<file path="src/rtl/if_pc_gen.sv">
// Instruction-fetch PC generator: holds the fetch PC, sequences it by +4 and
// applies redirects from decode, including redirects that arrive while the
// fetch stage is stalled (kept pending until the stall clears).
// Ports: clk/rst (sync, active-high), stall (bit 0 freezes fetch),
//        br_bus {br_e, br_addr}, if_to_id_bus {ce, pc}, inst_sram_* SRAM
//        read port (never writes), if_adel (misaligned fetch flag).
// Optional feature: define IF_ADEL_CHECK_EN to flag misaligned fetch PCs and
// suppress the SRAM read for them; otherwise if_adel is tied low.
// Latency: one cycle from br_e (sampled unstalled) to the new PC on
// inst_sram_addr; SRAM data follows one cycle later.
// Backpressure: stall[0]=1 holds pc/ce; a redirect seen while stalled is
// remembered (newest wins) and applied on the first unstalled edge.
module if_pc_gen #(
    parameter logic [31:0] RESET_PC = 32'hBFC0_0000,
    parameter int          STALL_WD = 6
) (
    input  logic                clk,
    input  logic                rst,
    input  logic [STALL_WD-1:0] stall,
    input  logic [32:0]         br_bus,
    output logic [32:0]         if_to_id_bus,
    output logic                inst_sram_en,
    output logic [3:0]          inst_sram_wen,
    output logic [31:0]         inst_sram_addr,
    output logic [31:0]         inst_sram_wdata,
    output logic                if_adel
);

    // The register sits one word below RESET_PC so the first unstalled
    // edge lands on RESET_PC through the ordinary +4 path.
    localparam logic [31:0] RESET_PC_M4 = RESET_PC - 32'd4;

    typedef enum logic {
        IDLE = 1'b0,
        RUN  = 1'b1
    } state_t;

    state_t      r_state;
    state_t      w_state_nxt;
    logic [31:0] r_pc;
    logic        r_pend_v;
    logic [31:0] r_pend_addr;

    logic        w_stop;
    logic        w_br_e;
    logic [31:0] w_br_addr;
    logic [31:0] w_next_pc;
    logic        w_ce;

    // Only bit 0 of the stall vector concerns the fetch stage.
    logic        w_unused_stall;
    assign w_unused_stall = &{1'b0, stall[STALL_WD-1:1]};

    assign w_stop    = stall[0];
    assign w_br_e    = br_bus[32];
    assign w_br_addr = br_bus[31:0];
    assign w_ce      = (r_state == RUN);

    // Live redirect beats a pending one; sequential fetch wraps mod 2^32.
    always_comb begin
        w_next_pc = r_pc + 32'd4;
        if (w_br_e)
            w_next_pc = w_br_addr;
        else if (r_pend_v)
            w_next_pc = r_pend_addr;
    end

    // IDLE only until the first unstalled edge; RUN is left only by reset.
    always_comb begin
        w_state_nxt = r_state;
        if (!w_stop)
            w_state_nxt = RUN;
    end

    always_ff @(posedge clk) begin
        if (rst) begin
            r_state     <= IDLE;
            r_pc        <= RESET_PC_M4;
            r_pend_v    <= 1'b0;
            r_pend_addr <= 32'h0;
        end else begin
            r_state <= w_state_nxt;
            if (!w_stop) begin
                r_pc     <= w_next_pc;
                r_pend_v <= 1'b0;
            end else if (w_br_e) begin
                r_pend_v    <= 1'b1;
                r_pend_addr <= w_br_addr;
            end
        end
    end

    assign if_to_id_bus    = {w_ce, r_pc};
    assign inst_sram_addr  = r_pc;
    assign inst_sram_wen   = 4'b0000;
    assign inst_sram_wdata = 32'h0;

`ifdef IF_ADEL_CHECK_EN
    // Misaligned PC: flag it for the exception path and skip the SRAM read;
    // sequencing continues from the misaligned value unchanged.
    assign if_adel      = w_ce & (r_pc[1:0] != 2'b00);
    assign inst_sram_en = w_ce & ~if_adel;
`else
    assign if_adel      = 1'b0;
    assign inst_sram_en = w_ce;
`endif

endmodule

</file>
<file path="config.mk">
export PLATFORM = sky130hd
export DESIGN_NAME = if_pc_gen
export DESIGN_NICKNAME = d
export VERILOG_FILES = /design/src/rtl/if_pc_gen.sv
export SDC_FILE = /design/constraint.sdc
export NUM_CORES = 1
export LEC_CHECK = 0
export BUFFER_PORTS_ARGS = -buffer_cell sky130_fd_sc_hd__clkbuf_2
export CAP_MARGIN = 15
export CORE_AREA = 5 5 102 104
export DETAILED_ROUTE_END_ITERATION = 10
export DIE_AREA = 0 0 107 109
export GPL_ROUTABILITY_DRIVEN = 0
export GPL_TIMING_DRIVEN = 0
export PLACE_DENSITY = 0.8
export SYNTH_ARGS = -nofsm -noshare
export SYNTH_HDL_FRONTEND = slang
export SYNTH_SLANG_ARGS = --single-unit
</file>
<file path="constraint.sdc">
create_clock -name clk -period 3.7 [get_ports clk]
set_input_delay 0.555 -clock clk [delete_from_list [all_inputs] [get_ports clk]]
set_output_delay 0.555 -clock clk [all_outputs]
set_load 0.01 [all_outputs]
</file>
# [Word-level counts from Yosys, hierarchy flattened]
# Cells that the tools add are included.
[classes] addsub=1 mux=2 n_bitwise=1 reduce_logical=2
[ops] operator="$mux W32" n=2
[ops] operator="$add A32 B3 Y32 const B" n=1
[ops] operator="$reduce_and A2 Y1" n=1
[ops] operator="$reduce_or A2 Y1" n=1
[ops] operator="$not A1 Y1" n=1
[totals] ff_bits=66 in_bits=41

# [Longest topological paths before layout]
# Gate-level depths: netlist of run 1.
[depth] ltp_word=3 mapped_depth=7

# [Least setup slack after synthesis of run 1]
# No wires, ideal clock.
[synth_timing] path_kind="input-to-reg" startpoint="input rst" endpoint="register r_pc[23], in the netlist inst_sram_addr[23]" setup_ns=0.126 arrival_ns=1.791 required_time_ns=3.574 setup_slack_ns=1.783 cell_stages=6 cell_sequence="clkbuf_1 -> or2_2 -> clkbuf_1 -> a221o_1 -> a311oi_1 -> nor3_1"
[synth_rtl] element="start: declaration" line_no="18" source="input logic rst,"
[synth_rtl] element="end signal: assignment" line_no="84" source="r_pc <= w_next_pc;"
[synth_rtl] element="end: declaration" line_no="40" source="logic [31:0] r_pc;"

# [Final worst setup path of run 1]
[layout_timing] startpoint="input br_bus[32]" endpoint="register r_pc[13], in the netlist inst_sram_addr[13]"
[layout_via] elab_chain_len=1
[layout_rtl] element="start: declaration" line_no="20" source="input logic [32:0] br_bus,"
[layout_rtl] element="$mux W32" line_no="62" source="if (w_br_e)"
# No other way between the ends.
# A chain may end at the register's enable or synchronous reset.

==> results of run 1 <==
-- final cells by class --
| type | count | area share, % |
|---|---|---|
| clock buffers | 11 | 2.78 |
| clock inverters | 5 | 1.53 |
| multi-input cells | 380 | 42.7 |
| inverters | 15 | 1.11 |
| plain buffers | 107 | 13.3 |
| well taps | 114 | 2.81 |
| flip-flops and latches | 66 | 26.0 |
| repair buffers | 99 | 9.74 |
-- sequential cells by signal (all words and copies together) (netlist names) --
register        count
inst_sram_addr     32
r_pend_addr        32
inst_sram_en        1
r_pend_v            1
-- worst min path at each step --
stage | endpoint | slack [ns] | startpoint
floorplan | r_pend_addr[0] | 0.43 | r_pend_addr[0]
global placement | r_pend_addr[1] | 0.44 | r_pend_addr[1]
detailed placement | r_pend_addr[0] | 0.45 | r_pend_addr[0]
CTS | r_pend_addr[0] | 0.43 | br_bus[0]
global route | r_pend_addr[4] | 0.45 | br_bus[4]
finish | r_pend_addr[3] | 0.43 | br_bus[3]
-- metrics by stage --
| stage | hold WS (ns) | util (%) |
|---|---|---|
| after CTS | 0.433 | 53.8 |
| after detailed placement | 0.448 | 51.4 |
| after floorplan | 0.431 | - |
| final | 0.434 | 53.8 |
| after global placement | 0.437 | 51.4 |
| after global routing | 0.446 | 53.8 |
-- logic make-up (layout without fill, tap and decap cells) --
logic type	count (synthesis)	in the layout
mux	3	3
simple gates	192	192
fa+ha+maj	1	1
compound gates	147	147
other cells	1	37
flops	66	66
buf+inv	122	237
-- synthesized netlist by cell type (6+ instances only) --
cell	instances	area share [%]
sky130_fd_sc_hd__o211ai_1	6	1.1
sky130_fd_sc_hd__nand4_1	9	1.4
sky130_fd_sc_hd__nand2_1	90	8.3
sky130_fd_sc_hd__inv_1	15	1.4
sky130_fd_sc_hd__a311oi_1	9	1.9
sky130_fd_sc_hd__nor2_1	17	1.6
sky130_fd_sc_hd__clkbuf_1	32	2.9
sky130_fd_sc_hd__a2bb2oi_1	9	1.9
sky130_fd_sc_hd__dfxtp_1	66	32
sky130_fd_sc_hd__buf_4	70	13
sky130_fd_sc_hd__nor3_1	12	1.5
sky130_fd_sc_hd__a211oi_1	10	1.8
sky130_fd_sc_hd__a21oi_1	48	5.9
sky130_fd_sc_hd__nor4_1	11	1.7
sky130_fd_sc_hd__a221oi_1	9	1.9
sky130_fd_sc_hd__o21ai_0	17	2.1
sky130_fd_sc_hd__nand3_1	12	1.5
sky130_fd_sc_hd__o22ai_1	6	0.92
sky130_fd_sc_hd__a221o_1	8	2.0
-- power groups by stage --
stage / clock network (mW) / logic (mW) / registers (mW)
after floorplan: 0 / 0.369 / 0.845
after global placement: 0 / 0.545 / 0.842
after global routing: 0.714 / 0.615 / 0.842
after detailed placement: 0 / 0.555 / 0.846
after CTS: 0.688 / 0.558 / 0.830
final: 0.687 / 0.569 / 0.831
-- routing by layer --
metal | vias to the layer above | wire [um] | track usage [%]
met5 | - | 0 | 0
met4 | 0 | 484 | 12.4
met3 | 63 | 1330 | 4.50
met2 | 283 | 6020 | 34.4
met1 | 1993 | 4920 | 26.1
li1 | 2117 | - | -
-- critical path: stages --
cell and delay [ns]:
sky130_fd_sc_hd__clkbuf_1 0.18, sky130_fd_sc_hd__clkbuf_1 0.28, sky130_fd_sc_hd__nor2_1 0.73, sky130_fd_sc_hd__clkbuf_1 0.41
sky130_fd_sc_hd__o21ai_0 0.17, sky130_fd_sc_hd__a2bb2oi_1 0.17
==> flow_results.org, run 1 <==
** STA
- For this run, the top clock speed supported by timing is between 0.4 and 0.5 GHz.
- The clock period could shrink to approximately 2.2 ns.
- Across the routed clock network, the largest skew measured is between 0.006 and 0.007 ns.
- Final critical-path share of the clock period :: around 60%
- At the pin with the least slew margin, the transition time is roughly 0.88 ns.
- Max-slew violation count :: 0
- The hold violation total from the final report came to 0.
- Setup-violating endpoint count in the final report :: 0
- Worst path setup slack after routing :: roughly 1.5 ns
- Setup repair after global routing left no endpoint under its margin.
- Measured against its own limit, the worst slew margin works out to about 40%.
- Adding up every negative setup slack in the final design gives 0 ns.

** Floorplanning
- Row generation in the floorplan step produced 36 rows.
- The floorplan step set the die height to 109 um.
- I/O pin count :: ~140
- Starting density of the core :: a little over two fifths
- Die X :: 107 um
- In this run the standard cell core region covers ~9500 sq um.
- Total die area :: ~12000 sq um

** Synth
- Dominant combinational cell family by area after synthesis :: compound AO/OA/AOI/OAI gates
- Netlist area before placement :: just over 4000 sq um
- Multiplexer cells account for less than 1% of the synthesized area.
- Synthesis instantiated 56 different standard cells from the library.
- Synthesis produced between 500 and 600 cells.
- Post-synthesis share of cell area spent on and, or, nand and nor gates :: between 20% and 30%
- Yosys warns :: 0
- The synthesized netlist devotes 0.306% of its cell area to adder and majority cells.
- Number of synthesized flops with an enable pin :: 0
- Post-synthesis share of cell area spent on xor and xnor gates :: 0%
- After synthesis, the mean cell area works out to between 7 and 8 sq um.
- After synthesis, the share of flip-flops with an asynchronous set or reset is 0%.
- Seq cells post-synth :: 66
- Of the synthesized area, sequential elements account for ~32%.
- The most used flip-flop cell after synthesis is sky130_fd_sc_hd__dfxtp_1.
- The synthesized netlist devotes between 20% and 30% of its cell area to compound gates.

** Pwr
- Static leakage :: approximately 2.3 nW
- The analysis attributes to net switching a power of ~0.69 mW.
- Net switching is 33.0% of the power.
- Part of the total power dissipated in the clock network :: about a third
- Share of power burned in registers :: about two fifths
- Int Power :: around 1.4 mW
- In this run, the combinational gates consume 27.3% of the power.
- Maximum resistive drop on vdd :: roughly 0.23 mV
- In this run the power density over the cells is 410 nW/um^2.
- Overall power consumption after layout is estimated at 2.09 mW.

** Layout
- Most common cell after layout, fill and taps aside :: sky130_fd_sc_hd__clkbuf_2
- Area used by multi-input combinational logic :: roughly 2200 sq um
- Area growth, synth to finish :: 24.2%
- Share of cells above drive strength 1 :: between 20% and 30%
- Antenna diode count :: 0
- Final cell count without fillers :: around 800
- Commonest non-fill, non-tap cells in the layout :: sky130_fd_sc_hd__clkbuf_2, sky130_fd_sc_hd__nand2_1, sky130_fd_sc_hd__buf_4
- The final layout contains between 700 and 800 nets.
- The layout has 887 filler cells.
- The finished cells cover a little over 5000 sq um.
- Sequential cell area :: between 1000 and 1500 sq um

** Drt
- Using the TritonRoute via totals, the vias-per-cell ratio works out to between 5 and 6.
- Detailed router's first-iteration violation count :: roughly 540
- Post-route DRC :: 0
- Number of optimization iterations in the first detailed-route pass :: 7
- In the final routed layout, each cell accounts on average for 16.0 um.
- Number of antenna-violating nets in the routed design :: 0
- Total number of vias :: around 4.5k
- After detailed routing, the total wire length is between 10 and 15 mm.

** CTS
- TritonCTS built the clock tree.
- Clock Latency Late Sink :: ~0.35 ns
- The number of hold buffers added after CTS was 0.
- Clock buffers created by TritonCTS :: 9
- Cell chosen for the clock root :: sky130_fd_sc_hd__clkbuf_8
- Cells resized by post-CTS repair :: 0
- Clock tree synthesis found a total of 66 sinks.
- Clock-pin slew was measured on the worst setup and hold paths at 0.08 ns.
- In this run the post-CTS setup repair buffer count came out at 0.
- CTS built an H-tree with a depth of 3.
- Deepest clock path buffer count :: 2

** Setup path
- Along the worst path, the maximum fanout reaches 10.
- Reg2Reg Setup Slack :: around 1.5 ns
- Reg2reg path depth :: 5
- CP Data Arrival Time :: between 2 and 3 ns
- Worst setup path endpoint :: inst_sram_addr[13]
- By startpoint and endpoint, the worst setup path is classified as input port to flop.
- The endpoint identified for the worst register-to-register timing path is inst_sram_addr[28].
- Data on the critical path is required at its endpoint by 3.98 ns.
- Worst r2r src :: inst_sram_addr[2]
- Launching instance or port of the critical path :: br_bus[32]
- STA classifies the critical path startpoint as an input port.
- The worst setup path is captured at a flop.

** Global route
- Maximum number of pins on one net before global-route repair :: 12
- For this run the aggregate overflow at the end of global routing stands at 0.
- Via count of the first global-routing pass :: ~4k
- Global routing consumed, over all layers together, between 20% and 30% of the routing resources.
- The number of antenna violations at the first check in global routing was 0.
- First-pass GRT wire length :: ~20 mm

** Placement
- In this run the cell area measured after placement is 4870 sq um.
- Port buffering added about 100 buffers.
- Setup WS pre-CTS :: ~1.2 ns
- Total half-perimeter wirelength after legalization and detailed placement :: approximately 9.7 mm
- After detailed placement, the design holds a cell count of 781.

** Run status
- The run finished with clean final reports.

** Min path
- Counting instances, the worst hold path has a depth of 3.
- The path class of the tightest hold or removal check is input port to flop.

** Flow run
- # Max-Cap Violations :: 0
(Power assumes the default switching activity.)
==> inputs of run 2 (changes only) <==
Settings changed: ABC_AREA set to 1, CORE_AREA 5 5 102 104 to 5 5 101 103, DIE_AREA 0 0 107 109 to 0 0 106 108, PLACE_DENSITY 0.8 to 0.83.
Clock period 3.7 ns to 2 ns, I/O delays scaled along.
==> run 2 against run 1 <==
Compared with the run above: largest power group unchanged; setup slack lost 1.3 ns; register-to-register slack got worse by 1.3 ns; synthesized area decreased by 2.6%; sequential power rose by 84%; routed wire length down 10%; critical endpoint is now inst_sram_addr[28]; global-route usage down 1.6 points; critical path type is now flop to flop; clock skew down 0.0024 ns; clock power grew 83%.
==> flow_results.org, run 2 <==
** Synth
- Synth Area per Inst :: 6.70 sq um
- Post-synthesis share of cell area spent on and, or, nand and nor gates :: 27.3%
- Cell taking the most area after synthesis :: sky130_fd_sc_hd__dfxtp_1
- The synthesized netlist devotes around 1.1% of its cell area to XOR and XNOR gates.
- Synthesis produced between 500 and 600 cells.
- Summing the sequential cell areas from Yosys gives ~33% of the chip area.
- Seq cells post-synth :: between 60 and 70
- Counting flops with a built-in enable in the synthesized netlist gives 0.
- Netlist area before placement :: around 4000 sq um
- Dominant combinational cell family by area after synthesis :: simple AND/OR/NAND/NOR gates
- Post-synth cell types :: 30
- In the post-synthesis netlist, the cell with the most instances is sky130_fd_sc_hd__nand2_1.
- Top area cells in the synthesized netlist :: sky130_fd_sc_hd__dfxtp_1, sky130_fd_sc_hd__buf_4, sky130_fd_sc_hd__nand2_1, sky130_fd_sc_hd__nor2_1, sky130_fd_sc_hd__a221oi_1
- Mux share of post-synthesis cell area :: 0%
- After synthesis, the most frequently instantiated cells are sky130_fd_sc_hd__nand2_1, sky130_fd_sc_hd__nor2_1, sky130_fd_sc_hd__buf_4.
- Share of the synthesized area in the top cell type :: 33.1%
- Of the total synthesized cell area, the portion taken by full adders, half adders and majority gates is less than 1%.
- Among all flip-flop cells after synthesis, the most frequent one is sky130_fd_sc_hd__dfxtp_1.
- Share of synthesized flip-flops with an asynchronous set or reset :: 0%
- Share of the synthesized area in compound gates (AO/OA/AOI/OAI) :: between 15 and 20%
- Yosys warns :: 0

** CTS
- The clock passes through at most 2 buffers.
- The tree is rooted in a sky130_fd_sc_hd__clkbuf_8.
- CTS tree :: done
- For the worst-skew pair, the clock arrives at the later sink with an insertion delay of approximately 0.35 ns.
- The clock net in this run drives a total of 66 sinks.
- Clock buffers created by TritonCTS :: 9
- Number of levels in the clock H-tree :: 3
- Number of buffers inserted for hold repair after clock tree synthesis :: 0
- Clock-pin slew was measured on the worst setup and hold paths at 0.08 ns.

** Drt
- Wires add up to between 10 and 15 mm.
- The first routing iteration left about 300 violations.
- The first detailed-routing pass ran for 5 iterations.
- For this run, design rule violations remaining after detail routing come to 0.
- Detailed routing inserted a total of 4199 vias.
- In this run the remaining antenna-violating nets after routing total 0.
- Using the TritonRoute via totals, the vias-per-cell ratio works out to 4.89.
- Per-cell routed wire length :: 13.4 um

** Global route
- The number of antenna violations at the first check in global routing was 0.
- Global routing finished with a remaining overflow of 0.
- Maximum number of pins on one net before global-route repair :: 13
- First-pass GRT wire length :: between 15 and 20 mm
- Total track usage :: roughly a fifth
- Via count of the first global-routing pass :: roughly 3.7k

** Placement
- Input/output buffers :: 100
- Counting tap cells, the placed design contains a total of around 840 instances.
- Once detailed placement completed, the half-perimeter wirelength came to about 9.0 mm.
- Setup WS pre-CTS :: ~0.13 ns

** STA
- Maximum achievable frequency :: about 0.56 GHz
- Worst path setup slack after routing :: between 0.2 and 0.25 ns
- Setup violations remaining at the end of the flow were counted as 0.
- Measured slew at the worst slew-check pin :: approximately 0.55 ns
- Max-slew violation count :: 0
- Adding up every negative setup slack in the final design gives 0 ns.
- Final Hold Slack :: about 0.17 ns
- Time the worst path needs with I/O delays and setup :: approximately 1.8 ns
- Maximum clock skew at final layout :: between 0.004 and 0.005 ns
- Final critical-path share of the clock period :: between 80% and 90%
- In this run the tightest slew margin relative to its limit is 63.6%.
- Setup repair after global routing left no endpoint under its margin.
- Final hold vios :: 0

** Floorplanning
- I/O pin count :: around 140
- Measured along the y axis, the die boundary spans between 100 and 150 um.
- Row generation in the floorplan step produced 35 rows.
- The die covers between 10000 and 15000 sq um.
- The core region is around 9100 sq um.
- Die X :: roughly 110 um
- Starting density of the core :: a little over two fifths

** Min path
- Capture endpoint of the worst hold path :: inst_sram_addr[1]
- The tightest min-delay check is of the input port to flop type.
- The worst hold path passes through 2 cells.
- In this run the most critical hold path is launched from rst.

** Layout
- Net total in the final layout :: 784
- The finished layout holds 858 standard cells, fillers aside.
- Antenna diode count :: 0
- Cells with a size suffix above 1 make up 27.7% of the layout.
- Most common cell after layout, fill and taps aside :: sky130_fd_sc_hd__nand2_1
- From synthesis to final layout, the design area changed by 24.9%.
- In the layout the commonest cells are sky130_fd_sc_hd__nand2_1, sky130_fd_sc_hd__nor2_1, sky130_fd_sc_hd__clkbuf_2.

** Setup path
- Crit path top cell by count :: sky130_fd_sc_hd__nand2_1
- Of all nets on the critical path, the largest fanout is 9.
- The critical path goes through ha_1 -> nand2_1 -> nor2_2 -> nand2_2 -> nor2_2 -> nand2_1 -> nand2_1 -> nand2_1 -> nand2_1 -> a21oi_1.
- Critical path required time :: between 2 and 2.5 ns
- The largest single stage delay on the critical path is around 0.45 ns.
- Critical Path Sink Type :: flop
- The worst setup path is of the flop to flop kind.
- Reg2reg path depth :: 10
- CP Data Arrival Time :: a little over 2 ns
- Across all register-to-register paths, the minimum setup slack is ~0.20 ns.
- STA classifies the critical path startpoint as a flop.
- For this design, the slowest cell found on the critical path is sky130_fd_sc_hd__dfxtp_2.
- Worst r2r src :: inst_sram_addr[2]
- The worst register-to-register path ends at inst_sram_addr[28].

** Pwr
- Static leakage :: approximately 2.6 nW
- Dividing total power by cell area gives a power density of between 700 and 800 nW/um^2.
- Across the VDD grid, the largest voltage drop is 0.344 mV.

** Flow run
- The tool flagged a number of max-cap violations equal to 0.

** Run status
- Status :: completed
[run 2: cell count changes after synthesis, moves of 10 or more]
| cell | change |
|---|---|
| sky130_fd_sc_hd__clkbuf_1 | -22 |
| sky130_fd_sc_hd__inv_1 | +24 |
| sky130_fd_sc_hd__nor2_1 | +100 |
| sky130_fd_sc_hd__a221oi_1 | +16 |
| sky130_fd_sc_hd__nor3_1 | -10 |
| sky130_fd_sc_hd__o21ai_0 | +25 |
| sky130_fd_sc_hd__nor4_1 | -11 |
| sky130_fd_sc_hd__nand2_1 | +31 |
[run 2: power by group]
part           total [mW]  switching [mW]  internal [mW]
Sequential           1.53           0.118           1.41
Clock                1.26           0.549          0.706
Combinational       0.983           0.585          0.399
Total                3.77            1.25           2.52
[run 2: final cells by class]
type                    instances  area, sq um
inverters                      41          154
well taps                     111          139
clock inverters                 6         90.1
flip-flops and latches         66         1320
clock buffers                  10          128
multi-input cells             432         2010
repair buffers                100          500
fillers                       907         4130
plain buffers                  92          634
[run 2: cells by family (layout without fill, tap and decap cells)]
logic type                 after synthesis  in the layout
buffers and inverters                  133            249
xor gates and xnor gates                 5              5
AOI/OAI and AO/OA                      120            120
other                                    1             37
and+or+nand+nor                        269            269
adders and majority gates                1              1
DFF                                     66             66
[run 2: metal layers]
layer	vias up	global-route usage, %	wire [um]
li1	2134	-	-
met1	1847	25.7	4900
met2	198	32.1	5320
met3	20	3.82	978
met4	0	7.96	261
met5	-	0	0
[run 2: metrics by stage]
| stage | instance area [sq um] | power, mW | util, % |
|---|---|---|---|
| 2_1_floorplan | 4120 | 2.22 | - |
| 3_5_place_dp | 4760 | 2.53 | 52.3 |
| 5_1_grt | 4980 | 3.98 | 54.7 |
| 4_1_cts | 4980 | 3.77 | 54.7 |
| 3_3_place_gp | 4760 | 2.51 | 52.3 |
| 6_report | 4980 | 3.77 | 54.7 |
[run 2: worst max-delay path by stage]
stage,start,end,slack [ns],depth (start not counted)
2_1_floorplan,inst_sram_addr[2],inst_sram_addr[18],0.42,8
3_3_place_gp,inst_sram_addr[2],inst_sram_addr[28],0.15,10
3_5_place_dp,inst_sram_addr[2],inst_sram_addr[14],0.13,8
4_1_cts,inst_sram_addr[2],inst_sram_addr[14],0.11,8
5_1_grt,inst_sram_addr[2],inst_sram_addr[28],0.05,10
6_report,inst_sram_addr[2],inst_sram_addr[28],0.20,10
[run 2: worst max-delay path, delay by kind of cell (launching register included)]
kind                       cells  cell delay (ns)
AOI/OAI and AO/OA              1             0.06
adders and majority gates      1             0.31
DFF                            1             0.45
and+or+nand+nor                8             0.87
[run 2: what timing repair did]
| action | in CTS | in global routing |
|---|---|---|
| gates resized for setup | 0 | 1 |
| setup endpoints to repair | 0 | 7 |
| setup buffers | 0 | 0 |
| endpoints found under the hold margin | 0 | 0 |
